`src/rtl/multicycle_controller_pkg.sv`:
```
// Shared encodings for the multi-cycle RISC-V control path: opcodes, ALUOp codes,
// datapath mux selects and the controller state enum.
package multicycle_controller_pkg;

    localparam logic [6:0] OP_LOAD   = 7'b0000011;
    localparam logic [6:0] OP_STORE  = 7'b0100011;
    localparam logic [6:0] OP_RTYPE  = 7'b0110011;
    localparam logic [6:0] OP_ITYPE  = 7'b0010011;
    localparam logic [6:0] OP_BRANCH = 7'b1100011;
    localparam logic [6:0] OP_JAL    = 7'b1101111;

    localparam logic [1:0] ALUOP_IFUNCT = 2'b00;
    localparam logic [1:0] ALUOP_ADD    = 2'b01;
    localparam logic [1:0] ALUOP_RFUNCT = 2'b10;
    localparam logic [1:0] ALUOP_SUB    = 2'b11;

    localparam logic ADR_PC     = 1'b0;
    localparam logic ADR_ALUOUT = 1'b1;

    localparam logic [1:0] RES_ALUOUT  = 2'b00;
    localparam logic [1:0] RES_MEMDATA = 2'b01;
    localparam logic [1:0] RES_ALURES  = 2'b10;

    localparam logic [1:0] SRCA_PC    = 2'b00;
    localparam logic [1:0] SRCA_OLDPC = 2'b01;
    localparam logic [1:0] SRCA_RS1   = 2'b10;

    localparam logic [1:0] SRCB_RS2  = 2'b00;
    localparam logic [1:0] SRCB_IMM  = 2'b01;
    localparam logic [1:0] SRCB_FOUR = 2'b10;

    typedef enum logic [3:0] {
        S_FETCH    = 4'd0,
        S_DECODE   = 4'd1,
        S_MEMADR   = 4'd2,
        S_MEMREAD  = 4'd3,
        S_MEMWB    = 4'd4,
        S_MEMWRITE = 4'd5,
        S_EXECUTER = 4'd6,
        S_EXECUTEI = 4'd7,
        S_ALUWB    = 4'd8,
        S_BRANCH   = 4'd9,
        S_JAL      = 4'd10
    } state_t;

endpackage

```
`src/rtl/multicycle_controller.sv`:
```
// Multi-cycle RISC-V main control FSM with a bounded wait on the shared memory port.
//
// state    | meaning
// FETCH    | read instruction at PC, PC+4 -> PC on mem_ready
// DECODE   | opcode dispatch, branch/jump target -> ALUOut
// MEMADR   | rs1 + imm -> ALUOut for load/store
// MEMREAD  | data read at ALUOut
// MEMWB    | memory data -> rd, retire
// MEMWRITE | data write at ALUOut, retire on mem_ready
// EXECUTER | R-type ALU operation
// EXECUTEI | I-type ALU operation
// ALUWB    | ALUOut -> rd, retire
// BRANCH   | rs1 - rs2, take branch on zero, retire
// JAL      | target -> PC, old PC + 4 -> ALUOut
module multicycle_controller
    import multicycle_controller_pkg::*;
#(
    parameter int TIMEOUT_CYCLES = 255,
    parameter int TO_W           = 8
) (
    input  logic       clk,
    input  logic       rst_n,
    input  logic [6:0] opcode,
    input  logic       zero,
    input  logic       mem_ready,
    output logic       pc_write,
    output logic       ir_write,
    output logic       adr_src,
    output logic       mem_read,
    output logic       mem_write,
    output logic       reg_write,
    output logic [1:0] result_src,
    output logic [1:0] alu_src_a,
    output logic [1:0] alu_src_b,
    output logic [1:0] alu_op,
    output logic       instr_done,
    output logic       illegal_instr,
    output logic       mem_timeout
);

    state_t          state, state_next;
    logic [TO_W-1:0] wait_cnt;
    logic            wait_inc;
    logic            expired;

    assign expired = (wait_cnt == TO_W'(TIMEOUT_CYCLES));

    always_ff @(posedge clk or negedge rst_n) begin
        if (!rst_n) begin
            state    <= S_FETCH;
            wait_cnt <= '0;
        end else begin
            state    <= state_next;
            wait_cnt <= wait_inc ? wait_cnt + TO_W'(1) : '0;
        end
    end

    always_comb begin
        state_next    = state;
        wait_inc      = 1'b0;
        pc_write      = 1'b0;
        ir_write      = 1'b0;
        adr_src       = ADR_PC;
        mem_read      = 1'b0;
        mem_write     = 1'b0;
        reg_write     = 1'b0;
        result_src    = RES_ALUOUT;
        alu_src_a     = SRCA_PC;
        alu_src_b     = SRCB_RS2;
        alu_op        = ALUOP_IFUNCT;
        instr_done    = 1'b0;
        illegal_instr = 1'b0;
        mem_timeout   = 1'b0;

        case (state)
            S_FETCH: begin
                adr_src    = ADR_PC;
                mem_read   = 1'b1;
                alu_src_a  = SRCA_PC;
                alu_src_b  = SRCB_FOUR;
                alu_op     = ALUOP_ADD;
                result_src = RES_ALURES;
                if (mem_ready) begin
                    ir_write   = 1'b1;
                    pc_write   = 1'b1;
                    state_next = S_DECODE;
                end else if (expired) begin
                    mem_read    = 1'b0;
                    mem_timeout = 1'b1;
                    state_next  = S_FETCH;
                end else begin
                    wait_inc = 1'b1;
                end
            end
            S_DECODE: begin
                alu_src_a = SRCA_OLDPC;
                alu_src_b = SRCB_IMM;
                alu_op    = ALUOP_ADD;
                case (opcode)
                    OP_LOAD, OP_STORE: state_next = S_MEMADR;
                    OP_RTYPE:          state_next = S_EXECUTER;
                    OP_ITYPE:          state_next = S_EXECUTEI;
                    OP_BRANCH:         state_next = S_BRANCH;
                    OP_JAL:            state_next = S_JAL;
                    default: begin
                        illegal_instr = 1'b1;
                        state_next    = S_FETCH;
                    end
                endcase
            end
            S_MEMADR: begin
                alu_src_a  = SRCA_RS1;
                alu_src_b  = SRCB_IMM;
                alu_op     = ALUOP_ADD;
                state_next = (opcode == OP_LOAD) ? S_MEMREAD : S_MEMWRITE;
            end
            S_MEMREAD: begin
                adr_src  = ADR_ALUOUT;
                mem_read = 1'b1;
                if (mem_ready) begin
                    state_next = S_MEMWB;
                end else if (expired) begin
                    mem_read    = 1'b0;
                    mem_timeout = 1'b1;
                    state_next  = S_FETCH;
                end else begin
                    wait_inc = 1'b1;
                end
            end
            S_MEMWB: begin
                result_src = RES_MEMDATA;
                reg_write  = 1'b1;
                instr_done = 1'b1;
                state_next = S_FETCH;
            end
            S_MEMWRITE: begin
                adr_src   = ADR_ALUOUT;
                mem_write = 1'b1;
                if (mem_ready) begin
                    instr_done = 1'b1;
                    state_next = S_FETCH;
                end else if (expired) begin
                    mem_write   = 1'b0;
                    mem_timeout = 1'b1;
                    state_next  = S_FETCH;
                end else begin
                    wait_inc = 1'b1;
                end
            end
            S_EXECUTER: begin
                alu_src_a  = SRCA_RS1;
                alu_src_b  = SRCB_RS2;
                alu_op     = ALUOP_RFUNCT;
                state_next = S_ALUWB;
            end
            S_EXECUTEI: begin
                alu_src_a  = SRCA_RS1;
                alu_src_b  = SRCB_IMM;
                alu_op     = ALUOP_IFUNCT;
                state_next = S_ALUWB;
            end
            S_ALUWB: begin
                result_src = RES_ALUOUT;
                reg_write  = 1'b1;
                instr_done = 1'b1;
                state_next = S_FETCH;
            end
            S_BRANCH: begin
                alu_src_a  = SRCA_RS1;
                alu_src_b  = SRCB_RS2;
                alu_op     = ALUOP_SUB;
                result_src = RES_ALUOUT;
                pc_write   = zero;
                instr_done = 1'b1;
                state_next = S_FETCH;
            end
            S_JAL: begin
                alu_src_a  = SRCA_OLDPC;
                alu_src_b  = SRCB_FOUR;
                alu_op     = ALUOP_ADD;
                result_src = RES_ALUOUT;
                pc_write   = 1'b1;
                state_next = S_ALUWB;
            end
            default: state_next = S_FETCH;
        endcase

        // The reset state is FETCH, whose decode would otherwise strobe memory during reset.
        if (!rst_n) begin
            pc_write      = 1'b0;
            ir_write      = 1'b0;
            adr_src       = 1'b0;
            mem_read      = 1'b0;
            mem_write     = 1'b0;
            reg_write     = 1'b0;
            result_src    = 2'b00;
            alu_src_a     = 2'b00;
            alu_src_b     = 2'b00;
            alu_op        = 2'b00;
            instr_done    = 1'b0;
            illegal_instr = 1'b0;
            mem_timeout   = 1'b0;
        end
    end

endmodule
```
`config.mk`:
```
export PLATFORM = sky130hd
export DESIGN_NAME = multicycle_controller
export DESIGN_NICKNAME = d
export VERILOG_FILES = /design/src/rtl/multicycle_controller_pkg.sv /design/src/rtl/multicycle_controller.sv
export SDC_FILE = /design/constraint.sdc
export NUM_CORES = 1
export LEC_CHECK = 0
export BUFFER_PORTS_ARGS = -buffer_cell sky130_fd_sc_hd__buf_2
export CAP_MARGIN = 10
export CORE_UTILIZATION = 25
export DETAILED_ROUTE_END_ITERATION = 8
export GPL_ROUTABILITY_DRIVEN = 0
export GPL_TIMING_DRIVEN = 0
export PLACE_DENSITY_LB_ADDON = 0.08
export SYNTH_ARGS = -nofsm -noshare
export SYNTH_HDL_FRONTEND = slang
export SYNTH_SLANG_ARGS = --single-unit
```
`constraint.sdc`:
```
create_clock -name clk -period 3.9 [get_ports clk]
set_input_delay 0.195 -clock clk [delete_from_list [all_inputs] [get_ports clk]]
set_output_delay 0.195 -clock clk [all_outputs]
set_load 0.1 [all_outputs]
```
==> reports/qor.yml, run 1 <==
initial_utilization_pct: 26.8
cp.required_ps: 3700
regArea_sq_um: 300
path_common_cell: "buf_2"
synth_cell_types: 42
grt_setup_unrepaired: "no"
power_leakage_uw: 0.000580
io-pin-count: 28
clk_pin_slew_ps: 50
yosys-top-cells-area: "dfrtp_1 (30%), nor2_1 (7.4%), xor2_1 (5.2%)"
pwr_density_cell_mw_per_mm2: 312
wl_per_cell_microns: 12.7
antenna_found_initial: 0
synth.avg_cell_area_sq_um: 8.49
ctsResizeCount: 0
synth-seq-cells: 12
port_buffers: 27
yosysSeqAreaShare_pct: 29.7
syn_nets: 131
arrival_ps: 2360
cts-root-buf: "clkbuf_8"
firstDrtPassIters: 4
drive_gt1_share_pct: 30.5
die_h_microns: 65.6
finalHoldViolations: 0
cpPeakStageDelay_ps: 510
worstSetupEndpointType: "primary output"
clock_sinks: 12
grt_usage_pct: 14.0
route.detailed.drc: 0
die-area_sq_mm: 0.00430
vdd_ir_drop_max_mv: 0.198
fin_crit_sh_pct: 65.6
drv_cap: 0
slew_viol_final: 0
layout_min_cycle_time_ps: 2560
dp_hpwl_microns: 1980
setup_violations: 0
ant_nets: 0
layout_commonest_cell: "buf_2"
area_growth_pct: 25.8
cp_num_buf_inv: 4
outcome: "complete, no violations"
clk_latency_ps: 240
grt_pass1_vias: 1021
tns_ps: 0
r2r-start: "wait_cnt[0]"
diodes: 0
max_slew.worst_pin.slew_ps: 492
final.setup.worst_slack_ps: 1340
max-slew-margin-rel_pct: 67.4
via_count: 1006
die_w_microns: 65.6
min-delay-start: "opcode[3]"
critPathLaunchType: "input pin"
fin_skew_ps: 2.62
worstSetupPathType: "input pin to primary output"
path_delay_family: "buffers and inverters"
synth_largest_area_cell: "dfrtp_1"
synth_top_area_share_pct: 29.7
drt-initial-drc-count: 45
path_cells: "dlygate4sd3_1 > buf_2 > buf_2 > or3b_1 > nor3_2 > and2_1 > buf_2"
grt_pass1_wl_microns: 4670
yosys_warnings: 0
routed_wl_microns: 2540
cts_tree: "yes"
critPathLaunch: "rst_n"
clk_path_buf_depth: 2
grt_max_degree: 14
avgViaCountPerCell: 5.06
synthCells: 119
clock.fmax_ghz: 0.391
rows: 22
ctsHtreeMaxLevel: 1
grt_overflow: 0
multi_input_area_sq_um: 667
synth_area_sq_mm: 0.00101
cp_slowest_cell: "dlygate4sd3_1"
final_cell_mix: "buf_2 (34), nor2_1 (20), dfrtp_1 (12)"
hp-class: "input pin to register"
numCtsBuffers: 3
crit_fanout: 13
fill_cells: 410
dp_slack_ps: 1830
core_area_sq_mm: 0.00377
nets: 164
[through the flow]
stage	utilization (%)	cells	area (sq um)	power, uW	hold WS (ps)
6_report	33.7	199	1270	396	347
4_1_cts	33.7	199	1270	403	346
3_3_place_gp	32.0	194	1200	263	90.3
2_1_floorplan	-	119	1010	235	-101
5_1_grt	33.7	199	1270	419	366
3_5_place_dp	32.0	194	1200	263	94.2
[cell usage after synthesis, drive strengths merged]
master	count
nor2b	4
ha	1
and2	1
o32a	1
o31ai	1
a2bb2oi	1
mux2	2
or3b	1
and4	1
a32o	1
o311ai	1
a41oi	2
nand3	6
nand4	4
and3	2
inv	2
nand4bb	1
o21ai	5
xnor2	4
nor2	20
o211ai	1
and3b	1
nor3b	3
a31oi	1
nand2b	5
xor2	6
o2111ai	1
dfrtp	12
a21oi	2
a21boi	1
nor3	7
nand2	4
nand3b	2
a211oi	2
o21a	2
buf	7
or4	1
[kinds of logic (layout without fill, tap and decap cells)]
family | Yosys count | in the layout | share of synthesized area (%)
AND/OR/NAND/NOR | 63 | 63 | 36.8
AO/OA/AOI/OAI | 22 | 22 | 17.1
flip-flops | 12 | 12 | 29.7
XOR/XNOR | 10 | 10 | 8.67
buffers and inverters | 9 | 41 | 4.21
multiplexers | 2 | 2 | 2.23
adder cells (fa/ha/maj) | 1 | 1 | 1.24
[report_power, final]
part / switching, uW / total [uW] / internal (uW) / leakage [uW]
Sequential: 3.35 / 132 / 128 / 0.000165
Clock: 45.8 / 135 / 89.2 / 0.0000288
Combinational: 96.9 / 129 / 32.3 / 0.000387
[flip-flops by register name, summed over array words and instances (netlist names)]
| name | count |
|---|---|
| state | 4 |
| wait_cnt | 8 |
[repair_timing]
action,in CTS,in global routing
buffers inserted,0,0
setup endpoints to repair,0,0
hold buffers,1,0
endpoints found under the hold margin,12,0
[worst register-to-register path: stages, from the launching register on]
cell	delay, ps
dfrtp_1	420
ha_1	310
a41oi_2	250
nand3_2	220
nor2_1	150
[routing by layer]
layer	track usage [%]	up-vias	part of all wire [%]
li1	-	495	-
met1	17.1	487	46
met2	23.8	22	48
met3	2.95	2	5.2
met4	5.16	0	0.67
met5	0	-	0
[path summary, 6_finish.rpt]
kind | to | slack [ps] | cells past startpoint
worst max-delay path | ir_write | 1340 | 7
max in group asynchronous | wait_cnt[6] | 3320 | 2
worst min register to register | wait_cnt[0] | 520 | 1
worst min-delay path | state[1] | 350 | 3
min in group asynchronous | wait_cnt[3] | 360 | 2
worst max register to register | wait_cnt[3] | 2480 | 4
[area by class of cell]
class	instances	area share, %
multi-input cells	98	52.5
repair buffers	28	11.4
plain buffers	7	2.76
clock buffers	4	4.33
flip-flops and latches	12	23.6
well taps	48	4.73
inverters	2	0.591
(Power assumes the default switching activity.)
==> inputs of run 2 (changes only) <==
- ABC_AREA: unset -> 1
- clock period: 3.9 -> 2 ns (I/O delays scaled with it)
==> reports/qor.yml, run 2 <==
crit_fanout: 5  # -8
max_slew.worst_pin.slew_ps: 646  # +154 ps
synth_largest_area_cell: "dfrtp_1"
dp.cells: 216  # +11%
layout_commonest_cell: "nand2_1"
synthCells: 143  # +20%
reg2reg_slack_ps: 620  # -1860 ps
finalHoldViolations: 0  # unchanged
yosys.area_share.adder_pct: 1.38  # +0.14 points
cts-root-buf: "clkbuf_4"
yosys-top-cells-area: "dfrtp_1 (33%), nand2_1 (14%), nor2_1 (11%)"
worstSetupEndpointType: "primary output"
synth-xor-area-share_pct: 4.82  # -3.9 points
r2r-start: "wait_cnt[0]"
slew_viol_final: 0  # unchanged
worstSetupPathType: "register to primary output"
dp_slack_ps: 185  # -1640 ps
vdd_ir_drop_max_mv: 0.538  # +170%
ys.flop_type: "dfrtp_1"
top_regs: "wait_cnt (8), state (4)"
die-area_sq_mm: 0.00388  # -9.7%
fill_cells: 397  # -3.2%
core_area_sq_mm: 0.00342  # -9.4%
synth-seq-cells: 12  # unchanged
die_h_microns: 62.3  # -5.0%
io-pin-count: 28  # unchanged
firstDrtPassIters: 4  # unchanged
yosys.area_share.simple_pct: 41.5  # +4.7 points
pwr_density_cell_mw_per_mm2: 959  # +210%
syn_nets: 155  # +18%
regMostFlops: "wait_cnt"
drv_cap: 0  # unchanged
drt-initial-drc-count: 23  # -49%
setup_violations: 0  # unchanged
critPathLaunchType: "register"
outcome: "complete, no violations"
clk_path_buf_depth: 2  # unchanged
nets: 188  # +15%
synth_top_area_share_pct: 33.1  # +3.3 points
numCtsBuffers: 3  # unchanged
port_buffers: 27  # unchanged
synth_common_cells: "nand2_1 (34), nor2_1 (26), inv_1 (20)"
postCtsSetupBuffers: 0  # unchanged
area_growth_pct: 38.4
via_count: 1001  # -0.50%
dp_hpwl_microns: 1920  # -3.4%
layout_min_cycle_time_ps: 1880
initial_utilization_pct: 26.6  # -0.18 points
grt_max_degree: 13  # -1
cp.required_ps: 1900  # -1800 ps
grt_pass1_vias: 928  # -9.1%
grt_pass1_wl_microns: 3930  # -16%
wl_per_cell_microns: 10.7  # -16%
grt_usage_pct: 12.8  # -1.2 points
ant_nets: 0  # unchanged
synth-async-reset-ratio_pct: 100  # unchanged
clock_sinks: 12  # unchanged
drive_gt1_share_pct: 30.9  # +0.39 points
rr_endpoint: "state[1]"
hp-class: "input pin to register"
synth_cell_types: 19  # -55%
yosysSeqAreaShare_pct: 33.1  # +3.3 points
synth.avg_cell_area_sq_um: 6.35  # -25%
routed_wl_microns: 2370  # -6.7%
critPathLaunch: "state[3]"
synth_top_family_by_area: "simple AND/OR/NAND/NOR gates"
cp_slowest_cell: "buf_2"
fin_skew_ps: 5.10  # +2.48 ps
post-synth-top-count-cell: "nand2_1"
arrival_ps: 1780  # -580 ps
max-slew-margin-rel_pct: 56.9  # -11 points
grt_overflow: 0  # unchanged
finalNonFillerCells: 221  # +11%
die_w_microns: 62.3  # -5.0%
synth-compound-area-share_pct: 10.2  # -6.9 points
antenna_found_initial: 0  # unchanged
synth_area_sq_um: 908  # -10%
diodes: 0  # unchanged
placed_area_sq_mm: 0.00117  # -2.9%
ctsHtreeMaxLevel: 1  # unchanged
route.detailed.drc: 0  # unchanged
final_area_sq_mm: 0.00126  # -0.99%
post-route-util_pct: 36.8  # +3.1 points
clk_latency_ps: 280  # +40 ps
fin_crit_sh_pct: 94.2
final_cell_mix: "nand2_1 (33), nor2_1 (21), inv_1 (20)"
avgViaCountPerCell: 4.53  # -10%
power_leakage_uw: 0.000616  # +6.2%
largest_reg_flops: 8  # unchanged
reg2reg_depth: 6  # +2
final.setup.worst_slack_ps: 115  # -1230 ps
crit_end: "reg_write"
yosys_warnings: 0  # unchanged
path_cells: "inv_1 > nor2_1 > o21ai_0 > nor2_2 > buf_2"
cpPeakStageDelay_ps: 430  # -80 ps
synthMuxAreaShare_pct: 0  # -2.2 points
rows: 21  # -4.5%
clock.fmax_ghz: 0.531
synth-edff-count: 0  # unchanged
tns_ps: 0  # unchanged
cts_tree: "yes"
clk_pin_slew_ps: 80  # +30 ps
[run 2: changes by cell type after synthesis, moves of 4 or more]
cell and change:
nand2_1 +30, nor3_1 -4, nor2_1 +6, nor2b_1 -4, nand2b_1 -4, inv_1 +18
nand3_1 +9, a21oi_1 +10, buf_2 -7
[run 2: what timing repair did]
item	CTS	global route
hold buffers	1	0
resized for setup	4	13
endpoints found under the setup margin	3	11
endpoints found under the hold margin	12	0
[run 2: routing by layer]
| layer | global-route usage, % | routed length, microns | vias to the layer above |
|---|---|---|---|
| met1 | 15.6 | 1050 | 460 |
| met4 | 3.49 | 22 | 0 |
| met3 | 3.49 | 88 | 2 |
| met2 | 22.0 | 1210 | 18 |
| li1 | - | - | 521 |
| met5 | 0 | 0 | - |
[run 2: worst min-delay path by stage]
stage                    from     endpoint  slack, ps  cells past startpoint
finish              mem_ready     state[0]        170                      4
global route        mem_ready     state[0]        180                      4
CTS                 mem_ready     state[0]        160                      4
detailed placement      rst_n  wait_cnt[5]         40                      1
global placement        rst_n  wait_cnt[4]         40                      1
floorplan               rst_n     state[0]       -200                      0
[run 2: kinds of logic (layout without fill, tap and decap cells)]
family / after synthesis / after routing
AOI/OAI and AO/OA: 18 / 18
xor gates and xnor gates: 5 / 5
adders and majority gates: 1 / 1
buffers and inverters: 22 / 54
DFF: 12 / 12
and+or+nand+nor: 85 / 85
[run 2: final cells by class]
| class | instances | area, sq um | share of cell area (%) |
|---|---|---|---|
| well taps | 46 | 57.6 | 4.58 |
| repair buffers | 28 | 184 | 14.6 |
| flip-flops and latches | 12 | 300 | 23.9 |
| clock buffers | 4 | 36.3 | 2.89 |
| inverters | 21 | 78.8 | 6.27 |
| plain buffers | 1 | 3.75 | 0.299 |
| multi-input cells | 109 | 597 | 47.5 |
[run 2: where the power goes]
part	switching, uW	total (uW)	internal [uW]	leakage, uW
registers	25.3	293	268	0.000165
clock network	86.4	197	111	0.0000210
logic	568	716	148	0.000431
total	680	1210	527	0.000616
[run 2: worst max-delay path, delay by kind of cell (launching register included)]
kind / cells / cell delay, ps
AOI/OAI and AO/OA: 1 / 200
DFF: 1 / 420
buffers and inverters: 2 / 500
and+or+nand+nor: 2 / 380
[run 2: metrics by stage]
step	power, uW	hold slack [ps]
finish	1210	169
global route	1280	184
CTS	1210	162
detailed placement	990	39.9
global placement	989	35.2
floorplan	879	-196
==> inputs of run 3 (changes only) <==
- CORE_UTILIZATION: 25 -> 35
==> reports/qor.yml, run 3 (synthesized netlist as in run 2, its figures left out) <==
cp.required_ps: 1900  # about the same
clk_latency_ps: 270  # about the same
die-area_sq_mm: 0.00280  # -28%
tns_ps: 0  # unchanged
vdd_ir_drop_max_mv: 0.608  # +13%
hold_path_depth: 4  # unchanged
setup_violations: 0  # unchanged
fin_crit_sh_pct: 92.9  # -1.3 points
clock.fmax_ghz: 0.538  # +1.4%
layout_min_cycle_time_ps: 1860  # -25.8 ps
routed_wl_microns: 2110  # -11%
io-pin-count: 28  # unchanged
grt_pass1_vias: 825  # -11%
layout_commonest_cell: "nand2_1"
avgViaCountPerCell: 4.76  # +5.0%
cts_tree: "yes"
placed_area_sq_mm: 0.00115  # -1.7%
max-slew-margin-rel_pct: 59.3  # +2.4 points
top_regs: "wait_cnt (8), state (4)"
min-delay-start: "mem_ready"
largest_reg_flops: 8  # unchanged
drive_gt1_share_pct: 32.0  # +1.1 points
clk_pin_slew_ps: 70  # about the same
grt_usage_pct: 17.6  # +4.8 points
p_clk_share_pct: 15.7  # -0.6 points
numCtsBuffers: 3  # unchanged
grt_pass1_wl_microns: 3600  # -8.3%
cpPeakStageDelay_ps: 440  # about the same
worstSetupEndpointType: "primary output"
port_buffers: 27  # unchanged
ant_nets: 0  # unchanged
fin_skew_ps: 9.79  # +4.68 ps
power.switching_uw: 677  # -0.43%
arrival_ps: 1760  # -20 ps
dp_slack_ps: 173  # -11.7 ps
antenna_found_initial: 0  # unchanged
reg2reg_depth: 6  # unchanged
rows: 18  # -14%
drt-initial-drc-count: 16  # -30%
path_cells: "inv_1 > nor2_2 > nand2_1 > a21oi_2 > buf_2"
final.setup.worst_slack_ps: 141  # +25.8 ps
via_count: 975  # -2.6%
r2r-start: "state[0]"
die_w_microns: 52.9  # -15%
diodes: 0  # unchanged
cts-root-buf: "clkbuf_4"
clock_sinks: 12  # unchanged
pwr_density_cell_mw_per_mm2: 970  # +1.1%
final_cell_mix: "nand2_1 (33), inv_1 (20), nor2_1 (19)"
regMostFlops: "wait_cnt"
p_int_uw: 523  # -0.66%
core_area_sq_mm: 0.00245  # -28%
combPwrFrac_pct: 59.7  # +0.4 points
hold_end: "state[0]"
switching_share_pct: 56.4  # about the same
clk_path_buf_depth: 2  # unchanged
slew_viol_final: 0  # unchanged
drv_cap: 0  # unchanged
cp_slowest_cell: "buf_2"
grt_overflow: 0  # unchanged
max_slew.worst_pin.slew_ps: 611  # -35.5 ps
ctsHtreeMaxLevel: 1  # unchanged
power_leakage_uw: 0.000616  # about the same
hold_slack_ps: 171  # +1.98 ps
area_growth_pct: 36.2
firstDrtPassIters: 4  # unchanged
finalHoldViolations: 0  # unchanged
critPathLaunchType: "register"
reg2reg_slack_ps: 660  # +40 ps
seqPwrFrac_pct: 24.6  # +0.3 points
final_area_sq_mm: 0.00124  # -1.6%
wl_per_cell_microns: 10.3  # -3.9%
worstSetupPathType: "register to primary output"
crit_fanout: 5  # unchanged
route.detailed.drc: 0  # unchanged
grt_setup_unrepaired: "no"
rr_endpoint: "wait_cnt[6]"
outcome: "complete, no violations"
dp_hpwl_microns: 1740  # -9.3%
nets: 188  # unchanged
grt_max_degree: 13  # unchanged
initial_utilization_pct: 37.0  # +10 points
hp-class: "input pin to register"
die_h_microns: 52.9  # -15%
p_total_uw: 1200  # -0.53%
-- run 3: changes by cell type in the layout (fill, tap and decap cells not counted) --
cell / before / now
nor2_2: 8 / 10
buf_2: 16 / 18
clkbuf_4: 9 / 7
nor2_1: 21 / 19
-- run 3: critical path: cells and delay by family (launching register included) --
family / cells / cell delay [ps]
buffers and inverters: 2 / 550
AOI/OAI and AO/OA: 1 / 160
and+or+nand+nor: 2 / 370
DFF: 1 / 420
-- run 3: per-stage QoR --
stage / util [%] / cells
2_1_floorplan: - / 143
3_3_place_gp: 46.8 / 200
3_5_place_dp: 46.8 / 200
4_1_cts: 49.0 / 205
5_1_grt: 50.4 / 205
6_report: 50.4 / 205
-- run 3: routing by layer --
metal | wire [microns] | track usage [%]
met5 | 0 | 0
met3 | 107 | 1.72
met2 | 957 | 26.6
met1 | 1030 | 25.4
met4 | 14 | 6.58
-- run 3: layout make-up --
cell class,instances,area (sq um)
buffer,1,3.75
clock buffer,4,36.3
fill,278,1220
inverter,21,78.8
multi-input combinational,109,602
sequential,12,300
tap,30,37.5
timing repair buffer,28,179
-- run 3: power by group through the flow --
stage	sequential (uW)	combinational (uW)	clock [uW]
floorplan	293	586	0
global placement	296	684	0
detailed placement	297	691	0
CTS	292	699	197
global route	299	764	210
finish	295	717	188
-- run 3: timing repair --
action / 4_1_cts / 5_1_grt
gates resized for setup: 3 / 14
hold endpoints to repair: 12 / 0
endpoints found under the setup margin: 3 / 11
hold buffers: 1 / 0
buffers inserted: 0 / 0
gates cloned: 0 / 0
-- run 3: worst max-delay path by stage --
stage	start	end	cells after the start
2_1_floorplan	state[1]	result_src[0]	1
6_report	state[0]	alu_src_a[0]	5
4_1_cts	state[1]	pc_write	6
3_5_place_dp	state[1]	pc_write	6
3_3_place_gp	state[1]	pc_write	6
5_1_grt	state[2]	alu_src_b[0]	6
